File: src/rtl/plab4_net_switch_alloc.sv
// Switch allocator and credit controller for the 3-port ring router: route compute,
// round-robin arbitration per output, and ring credit tracking. Optional feature
// macro: PLAB4_NET_SWITCH_ALLOC_BUBBLE_EN (injection needs two credits on ring outputs).
module plab4_net_switch_alloc #(
    parameter int p_srcdest_nbits = 3,
    parameter int p_router_id     = 0,
    parameter int p_num_routers   = 8,
    parameter int p_num_credits   = 2
) (
    input  logic                       clk,
    input  logic                       reset,

    input  logic                       in0_val,
    input  logic [p_srcdest_nbits-1:0] in0_dest,
    output logic                       in0_go,
    input  logic                       in1_val,
    input  logic [p_srcdest_nbits-1:0] in1_dest,
    output logic                       in1_go,
    input  logic                       in2_val,
    input  logic [p_srcdest_nbits-1:0] in2_dest,
    output logic                       in2_go,

    input  logic                       out1_rdy,
    input  logic                       credit_ret_prev,
    input  logic                       credit_ret_next,

    output logic                       out0_val,
    output logic [1:0]                 out0_sel,
    output logic                       out1_val,
    output logic [1:0]                 out1_sel,
    output logic                       out2_val,
    output logic [1:0]                 out2_sel,

    output logic [2:0]                 credits_prev,
    output logic [2:0]                 credits_next,
    output logic                       credit_err
);

    typedef enum logic [1:0] {
        PORT_PREV = 2'd0,
        PORT_TERM = 2'd1,
        PORT_NEXT = 2'd2
    } port_e;

    typedef struct packed {
        logic [2:0] cnt;
        logic       ovf;
    } credit_upd_t;

    localparam logic [2:0] CRED_MAX = 3'(p_num_credits);
    localparam logic [2:0] THRU_MIN = 3'd1;
`ifdef PLAB4_NET_SWITCH_ALLOC_BUBBLE_EN
    // Injection leaves one slot free downstream so the ring can always drain.
    localparam logic [2:0] INJ_MIN  = 3'd2;
`else
    localparam logic [2:0] INJ_MIN  = 3'd1;
`endif

    function automatic port_e route(input logic [p_srcdest_nbits-1:0] dest);
        int fwd;
        fwd = (int'(dest) + p_num_routers - p_router_id) % p_num_routers;
        if (fwd == 0)
            return PORT_TERM;
        if (fwd <= p_num_routers / 2)
            return PORT_NEXT;
        return PORT_PREV;
    endfunction

    function automatic logic [2:0] min_credits(input int in_idx);
        return (in_idx == 1) ? INJ_MIN : THRU_MIN;
    endfunction

    function automatic logic [1:0] add_mod3(input logic [1:0] base, input int offs);
        logic [2:0] sum;
        sum = {1'b0, base} + 3'(offs);
        return (sum >= 3'd3) ? 2'(sum - 3'd3) : sum[1:0];
    endfunction

    function automatic credit_upd_t credit_update(input logic [2:0] cnt,
                                                  input logic       gnt,
                                                  input logic       ret);
        credit_upd_t upd;
        upd.cnt = cnt;
        upd.ovf = 1'b0;
        if (gnt && !ret)
            upd.cnt = cnt - 3'd1;
        else if (!gnt && ret) begin
            if (cnt == CRED_MAX)
                upd.ovf = 1'b1;
            else
                upd.cnt = cnt + 3'd1;
        end
        return upd;
    endfunction

    logic [2:0]                       val_w;
    logic [2:0][p_srcdest_nbits-1:0]  dest_w;
    port_e                            route_w [3];
    logic [2:0][2:0]                  req_w;   // [output][input]
    logic [2:0][2:0]                  gnt_w;   // [output][input]
    logic [2:0][1:0]                  win_w;
    logic [2:0]                       oval_w;

    logic [2:0][1:0]                  ptr_q, ptr_d;
    logic [2:0]                       cred_prev_q, cred_prev_d;
    logic [2:0]                       cred_next_q, cred_next_d;
    logic                             err_q, err_d;
    credit_upd_t                      upd_prev, upd_next;

    assign val_w  = {in2_val, in1_val, in0_val};
    assign dest_w = {in2_dest, in1_dest, in0_dest};

    // Requests are gated by reset so nothing is granted while it is held.
    always_comb begin
        // NOTE: every always_comb output gets a default first so no latch is inferred.
        req_w = '0;
        for (int i = 0; i < 3; i++) begin
            route_w[i] = route(dest_w[i]);
            if (reset && val_w[i]) begin
                case (route_w[i])
                    PORT_TERM: req_w[1][i] = out1_rdy;
                    PORT_PREV: req_w[0][i] = (cred_prev_q >= min_credits(i));
                    PORT_NEXT: req_w[2][i] = (cred_next_q >= min_credits(i));
                    default:   ;
                endcase
            end
        end
    end

    always_comb begin
        logic [1:0] cand;
        cand   = '0;
        gnt_w  = '0;
        win_w  = '0;
        oval_w = '0;
        for (int o = 0; o < 3; o++) begin
            for (int k = 0; k < 3; k++) begin
                cand = add_mod3(ptr_q[o], k);
                if (!oval_w[o] && req_w[o][cand]) begin
                    oval_w[o]      = 1'b1;
                    win_w[o]       = cand;
                    gnt_w[o][cand] = 1'b1;
                end
            end
        end
    end

    always_comb begin
        ptr_d = ptr_q;
        for (int o = 0; o < 3; o++) begin
            if (oval_w[o])
                ptr_d[o] = add_mod3(win_w[o], 1);
        end
    end

    assign upd_prev    = credit_update(cred_prev_q, oval_w[0], credit_ret_prev);
    assign upd_next    = credit_update(cred_next_q, oval_w[2], credit_ret_next);
    assign cred_prev_d = upd_prev.cnt;
    assign cred_next_d = upd_next.cnt;
    assign err_d       = err_q | upd_prev.ovf | upd_next.ovf;

    always_ff @(posedge clk or negedge reset) begin
        if (!reset) begin
            ptr_q       <= '0;
            cred_prev_q <= CRED_MAX;
            cred_next_q <= CRED_MAX;
            err_q       <= 1'b0;
        end else begin
            // NOTE: state registers use non-blocking assignments so every flop samples pre-edge values.
            ptr_q       <= ptr_d;
            cred_prev_q <= cred_prev_d;
            cred_next_q <= cred_next_d;
            err_q       <= err_d;
        end
    end

    assign in0_go = gnt_w[0][0] | gnt_w[1][0] | gnt_w[2][0];
    assign in1_go = gnt_w[0][1] | gnt_w[1][1] | gnt_w[2][1];
    assign in2_go = gnt_w[0][2] | gnt_w[1][2] | gnt_w[2][2];

    assign out0_val = oval_w[0];
    assign out1_val = oval_w[1];
    assign out2_val = oval_w[2];
    assign out0_sel = win_w[0];
    assign out1_sel = win_w[1];
    assign out2_sel = win_w[2];

    assign credits_prev = cred_prev_q;
    assign credits_next = cred_next_q;
    assign credit_err   = err_q;

endmodule

File: config.mk
export PLATFORM = sky130hd
export DESIGN_NAME = plab4_net_switch_alloc
export DESIGN_NICKNAME = d
export VERILOG_FILES = /design/src/rtl/plab4_net_switch_alloc.sv
export SDC_FILE = /design/constraint.sdc
export NUM_CORES = 1
export LEC_CHECK = 0
export BUFFER_PORTS_ARGS = -buffer_cell sky130_fd_sc_hd__buf_2
export CORE_AREA = 2 2 65 91
export CTS_BUF_LIST = sky130_fd_sc_hd__clkbuf_8
export CTS_CLUSTER_DIAMETER = 80
export DETAILED_ROUTE_END_ITERATION = 8
export DIE_AREA = 0 0 67 93
export SKIP_LAST_GASP = 1
export SLEW_MARGIN = 20
export SYNTH_ARGS = -nofsm -noshare
export SYNTH_HDL_FRONTEND = slang
export SYNTH_SLANG_ARGS = --single-unit
File: constraint.sdc
create_clock -name clk -period 2.9 [get_ports clk]
set_input_delay 0.58 -clock clk [delete_from_list [all_inputs] [get_ports clk]]
set_output_delay 0.58 -clock clk [all_outputs]
set_load 0.02 [all_outputs]
==> results.json, run 1 <==
{
  "ioPinCount": 36,
  "cts_sinks": 13,
  "fmax_mhz": 330.9,
  "synth_seq_cells": 13,
  "synthCells": 276,
  "cts_buffer_depth": 2,
  "route.met3.wl_microns": 238,
  "antenna_left": 0,
  "synth-edff-count": 0,
  "crit_start": "in2_dest[1]",
  "cap_viol_max_count": 0,
  "place_area_sq_mm": 0.002749,
  "cp-end-kind": "output port",
  "cts_tree": "done",
  "drive_above_1_share": 0.4348,
  "viasPerCell": 5.530,
  "worstSkewPairLatency_ns": 0.24,
  "grt_pass1_wl_microns": 9991,
  "syn_area_sq_mm": 0.002110,
  "final_nets": 419,
  "grt_util_all_layers": 0.2004,
  "synth_area_leader_cell": "ha_1",
  "fin_crit_ns": 3.022,
  "htree_levels": 1,
  "synth_area_per_cell_sq_um": 7.643,
  "synth_top_area_frac": 0.1957,
  "numCtsBuffers": 3,
  "finalWorstSetupSlack_ns": -0.1221,
  "synth_flop_cell": "dfrtp_1",
  "ff2ff_path_depth": 14,
  "drcViolationCount": 0,
  "first_pass_iters": 4,
  "row_count": 32,
  "synthToLayoutAreaGrowth_pct": 51.96,
  "yosysSeqAreaShare": 0.1554,
  "period_share": 1.042,
  "wl_microns": 6063,
  "dp_hpwl_microns": 4693,
  "coreArea_sq_mm": 0.005445,
  "reg2reg_to": "credits_prev[2]$_DFFE_PN0P_",
  "grt_pass1_vias": 2381,
  "antenna_found_initial": 0,
  "cp_data_required_time_ns": 2.32,
  "grt_overflow": 0,
  "hold_viol": 0,
  "relSlewSlack": 0.6880,
  "yosys_warnings": 0,
  "hold_path_class": "in2async",
  "chipWidth_microns": 67,
  "rsz0062_at_grt": "yes",
  "antennaDiodeCount": 0,
  "place_congestion": 0.9108,
  "leakage_nw": 1.485,
  "finalPower_mw": 3.043,
  "cts.clk_slew.worst_paths_ns": 0.06,
  "synth_nets": 326,
  "final_max_slew_viol_count": 0,
  "path_class": "in2out",
  "setup-violations-final": 4,
  "cts_root_buf": "clkbuf_8",
  "die_area_sq_mm": 0.006231,
  "grt_max_degree": 14,
  "cp-endpoint": "in0_go",
  "dr.max_layer_used": "met4",
  "drt-met1-wl_microns": 2455,
  "tightest_slew_ns": 0.4640,
  "cp_max_fo": 4,
  "ys_top_cells_by_area": "ha_1 20%, dfrtp_1 13%, o21ai_0 5.7%",
  "power_density_mw_per_mm2": 949.3,
  "drt_iter0_markers": 111,
  "cp-start-kind": "input pin",
  "start_util": 0.3874,
  "layout.cells.most_common": "buf_4",
  "synth_cell_type_count": 63,
  "design_area_sq_mm": 0.003206,
  "async_flop_share": 1.000,
  "max-vdd-ir-drop_mv": 0.7676,
  "violations": "negative setup slack",
  "fin_cells": 436,
  "fin_skew_ns": 0.003068,
  "vias": 2411,
  "r2r_start": "credits_prev[1]$_DFFE_PN1P_",
  "wl_met2_microns": 3183,
  "final_cell_mix": "61 x buf_4, 26 x inv_1, 25 x buf_2, 22 x ha_1, 20 x nand2_1",
  "wire_per_inst_microns": 13.91,
  "status": "finished with violations",
  "dpl.cell_count": 421,
  "r2r_slack_ns": 0.23,
  "arrival_ns": 2.44,
  "whs_ns": 0.3982,
  "setup_tns_ns": -0.3678,
  "portBuffers": 35,
  "die_h_microns": 93
}
-- layout make-up --
cell class / count / area [sq um]
fill: 494 / 2240
multi-input combinational: 222 / 1891
timing repair buffer: 101 / 752.0
sequential: 13 / 327.8
inverter: 28 / 105.1
tap: 68 / 85.08
clock buffer: 3 / 41.29
clock inverter: 1 / 3.754
-- cells in the mapped netlist, types with 3 or more instances --
cell and n:
nand2_1 21, inv_1 27, o21ai_0 24, nand3_1 8, o22ai_1 3, nand2b_1 6, nor2_1 20, nor3_1 5
o31ai_1 4, and3_1 4, a21oi_1 11, a22oi_1 5, ha_1 33, nor2b_1 9, or3_1 3, buf_2 4
a31oi_1 4, clkbuf_1 8, dfrtp_1 11, nand4b_1 3, nand4_1 10
-- critical path, cell delays in order --
cell	delay (ns)
buf_2	0.10
nor2_2	0.16
inv_1	0.06
ha_1	0.22
and3_1	0.23
nor4_1	0.40
a32o_1	0.20
a31oi_1	0.04
and3_1	0.18
nand4_1	0.11
buf_4	0.16
-- cells by family after synthesis --
logic type	count (synthesis)	synth area share
AOI/OAI and AO/OA	79	0.2574
muxes	5	0.02966
buffers and inverters	41	0.07711
and+or+nand+nor	103	0.2752
DFF	13	0.1554
adders and majority gates	35	0.2052
-- per-stage QoR --
stage	worst slack, ns	utilization
after floorplan	-0.07603	-
after global placement	-0.1235	0.5048
after detailed placement	-0.1914	0.5048
after CTS	-0.08741	0.5506
after global routing	-0.1946	0.5887
final	-0.1221	0.5887
-- state kept, by name, summed over array words and instances (netlist names) --
name and count:
ptr_q 6, credits_next 3, credits_prev 3, credit_err 1
-- per-layer routing --
layer | GRT usage | up-vias
li1 | - | 1190
met1 | 0.2156 | 1139
met2 | 0.3721 | 66
met3 | 0.02768 | 16
met4 | 0.09184 | 0
met5 | 0 | -
-- report_power, final --
group          internal [mW]  switching, mW  leakage [nW]
registers              0.264         0.0805         0.155
logic                   1.23           1.31          1.30
clock network         0.0934         0.0649        0.0269
total                   1.59           1.46          1.48
-- timing repair --
action / CTS / global route
gates resized for setup: 41 / 39
hold buffers: 0 / 0
pin swaps: 8 / 12
setup buffers: 6 / 5
setup endpoints to repair: 7 / 14
-- worst min path at each step --
stage                                       to  cells after the start
after CTS                 ptr_q[3]$_DFFE_PN0P_                      2
after floorplan           credit_err$_DFF_PN0_                      0
final                     ptr_q[3]$_DFFE_PN0P_                      2
after global routing      ptr_q[3]$_DFFE_PN0P_                      2
after global placement    credit_err$_DFF_PN0_                      2
after detailed placement  credit_err$_DFF_PN0_                      2
(Power assumes the default switching activity.)
==> run 2: changes to the inputs <==
RECOVER_POWER = 25   (was unset)
REMOVE_ABC_BUFFERS = 1   (was unset)
==> run 2 against run 1 <==
The run still ends with negative setup slack left. Register-to-register slack got worse by 0.04 ns. Sequential power decreased by 3%. Fmax decreased by 1.9%. Hold slack improved by 0.091 ns. Highest routed layer unchanged.
==> results.json, run 2 (synthesis gave the netlist of run 1 again) <==
{
  "status": "finished with violations",
  "violations": "negative setup slack",
  "viasPerCell": 5.498,
  "crit_path_top_delay_cell": "dfstp_2",
  "max-vdd-ir-drop_mv": 0.6485,
  "period_share": 1.062,
  "grt_util_all_layers": 0.2046,
  "cap_viol_max_count": 0,
  "use_met1": 0.2402,
  "arrival_ns": 2.50,
  "synthToLayoutAreaGrowth_pct": 42.65,
  "drcViolationCount": 0,
  "layout.cells.most_common": "buf_4",
  "row_count": 32,
  "wl_microns": 6146,
  "top_register": "ptr_q",
  "cts.clk_slew.worst_paths_ns": 0.07,
  "seq_power_share": 0.116,
  "relSlewSlack": 0.6923,
  "internal_power_mw": 1.467,
  "cp_max_fo": 5,
  "die_area_sq_mm": 0.006231,
  "r2r_slack_ns": 0.19,
  "ioPinCount": 36,
  "place_ws_ns": -0.1335,
  "wire_per_inst_microns": 14.29,
  "final_max_slew_viol_count": 0,
  "busiest_layer": "met2",
  "leakage_nw": 1.431,
  "cp_data_required_time_ns": 2.32,
  "fin_cells": 430,
  "combPwrFrac": 0.826,
  "clock_power_share": 0.058,
  "setup-violations-final": 4,
  "vias": 2364,
  "cts_sinks": 13,
  "grt_pass1_vias": 2303,
  "path_class": "reg2out",
  "cts_root_buf": "clkbuf_8",
  "dp_hpwl_microns": 4695,
  "die_h_microns": 93,
  "tightest_slew_ns": 0.4576,
  "rsz0062_at_grt": "yes",
  "cts_buffer_depth": 2,
  "chipWidth_microns": 67,
  "grt_pass1_wl_microns": 10200,
  "drive_above_1_share": 0.3812,
  "cp-start-kind": "flop",
  "sw_frac_of_total": 0.4914,
  "grt_use_met2": 0.3762,
  "place_congestion": 0.9429,
  "coreArea_sq_mm": 0.005445,
  "p_sw_mw": 1.417,
  "worstSkewPairLatency_ns": 0.25,
  "hold_viol": 0,
  "cp-end-kind": "output port",
  "fin_crit_ns": 3.081,
  "start_util": 0.3874,
  "htree_levels": 1,
  "final_nets": 413,
  "grtUsageMet3": 0.03129,
  "numCtsBuffers": 3,
  "cts_tree": "done",
  "final_cell_mix": "59 x buf_4, 30 x buf_2, 28 x ha_1, 26 x inv_1, 23 x o21ai_0",
  "finalWorstSetupSlack_ns": -0.1811,
  "antenna_left": 0,
  "first_pass_iters": 4,
  "grt_overflow": 0,
  "antennaDiodeCount": 0,
  "largest_reg_flops": 6,
  "antenna_found_initial": 0,
  "cp_cell_sequence": "buf_6 -> nor4_4 -> buf_4 -> buf_4 -> or3_1 -> a21oi_1 -> a2111oi_1 -> a31o_1 -> or3_4 -> buf_6",
  "portBuffers": 35,
  "power_density_mw_per_mm2": 958.7,
  "fmax_mhz": 324.6,
  "grt_max_degree": 15,
  "drt_iter0_markers": 114,
  "dpl.cell_count": 418,
  "hold_path_class": "in2async",
  "critPathMaxStageDelay_ns": 0.55,
  "fin_skew_ns": 0.008080
}
-- run 2: changes by cell type in the layout (fill, tap and decap cells not counted), moves of 4 or more --
| cell | previous run | this run |
|---|---|---|
| buf_2 | 25 | 30 |
| buf_6 | 15 | 6 |
| ha_4 | 8 | 3 |
| o21ai_0 | 19 | 23 |
| o21ai_1 | 6 | 2 |
| ha_1 | 22 | 28 |
-- run 2: final timing paths --
kind / startpoint / end / cells after the start
worst max register to register: credits_next[1]$_DFFE_PN1P_ / credits_next[1]$_DFFE_PN1P_ / 13
min in group clk: credit_err$_DFF_PN0_ / credit_err$_DFF_PN0_ / 2
worst min-delay path: reset / ptr_q[5]$_DFFE_PN0N_ / 2
max in group asynchronous: reset / credits_prev[1]$_DFFE_PN1P_ / 2
worst max-delay path: credits_next[1]$_DFFE_PN1P_ / in1_go / 10
worst min register to register: credit_err$_DFF_PN0_ / credit_err$_DFF_PN0_ / 2
-- run 2: power by group through the flow --
stage | Combinational [mW] | Sequential (mW) | Clock, mW
2_1_floorplan | 1.22 | 0.390 | 0
3_5_place_dp | 2.03 | 0.328 | 0
6_report | 2.38 | 0.334 | 0.168
5_1_grt | 2.60 | 0.344 | 0.179
4_1_cts | 2.28 | 0.332 | 0.172
3_3_place_gp | 2.02 | 0.325 | 0
-- run 2: critical path: cells and delay by family (launching register included) --
kind                   cells  cell delay, ns
buffers and inverters      4            0.55
AO/OA/AOI/OAI              3            0.42
AND/OR/NAND/NOR            3            0.75
flip-flops                 1            0.55
-- run 2: per-layer routing --
layer / up-vias / wire length [microns]
li1: 1184 / -
met1: 1125 / 2598
met2: 49 / 3299
met3: 6 / 196
met4: 0 / 52
met5: - / 0
-- run 2: final cells by class --
cell class                      count  area (sq um)
Clock buffer                        3         41.29
Clock inverter                      1         3.754
Fill cell                         557          2436
Inverter                           28         105.1
Multi-Input combinational cell    222          1785
Sequential cell                    13         327.8
Tap cell                           68         85.08
Timing Repair Buffer               95         660.6
-- run 2: per-stage QoR --
step | hold WS (ns) | setup TNS [ns] | util | area [sq um] | total power, mW
finish | 0.4891 | -0.5396 | 0.5526 | 3009 | 2.885
global route | 0.5129 | -1.355 | 0.5526 | 3009 | 3.128
CTS | 0.4729 | -0.5350 | 0.5393 | 2937 | 2.789
detailed placement | 0.4774 | -0.4746 | 0.4963 | 2703 | 2.363
global placement | 0.4800 | -0.3569 | 0.4963 | 2703 | 2.345
floorplan | 0.2844 | -1.113 | - | 2052 | 1.606
-- run 2: what timing repair did --
item / CTS / global route
hold buffers: 0 / 0
pin swaps: 16 / 6
setup endpoints to repair: 10 / 11
setup buffers: 8 / 0
resized for setup: 31 / 14
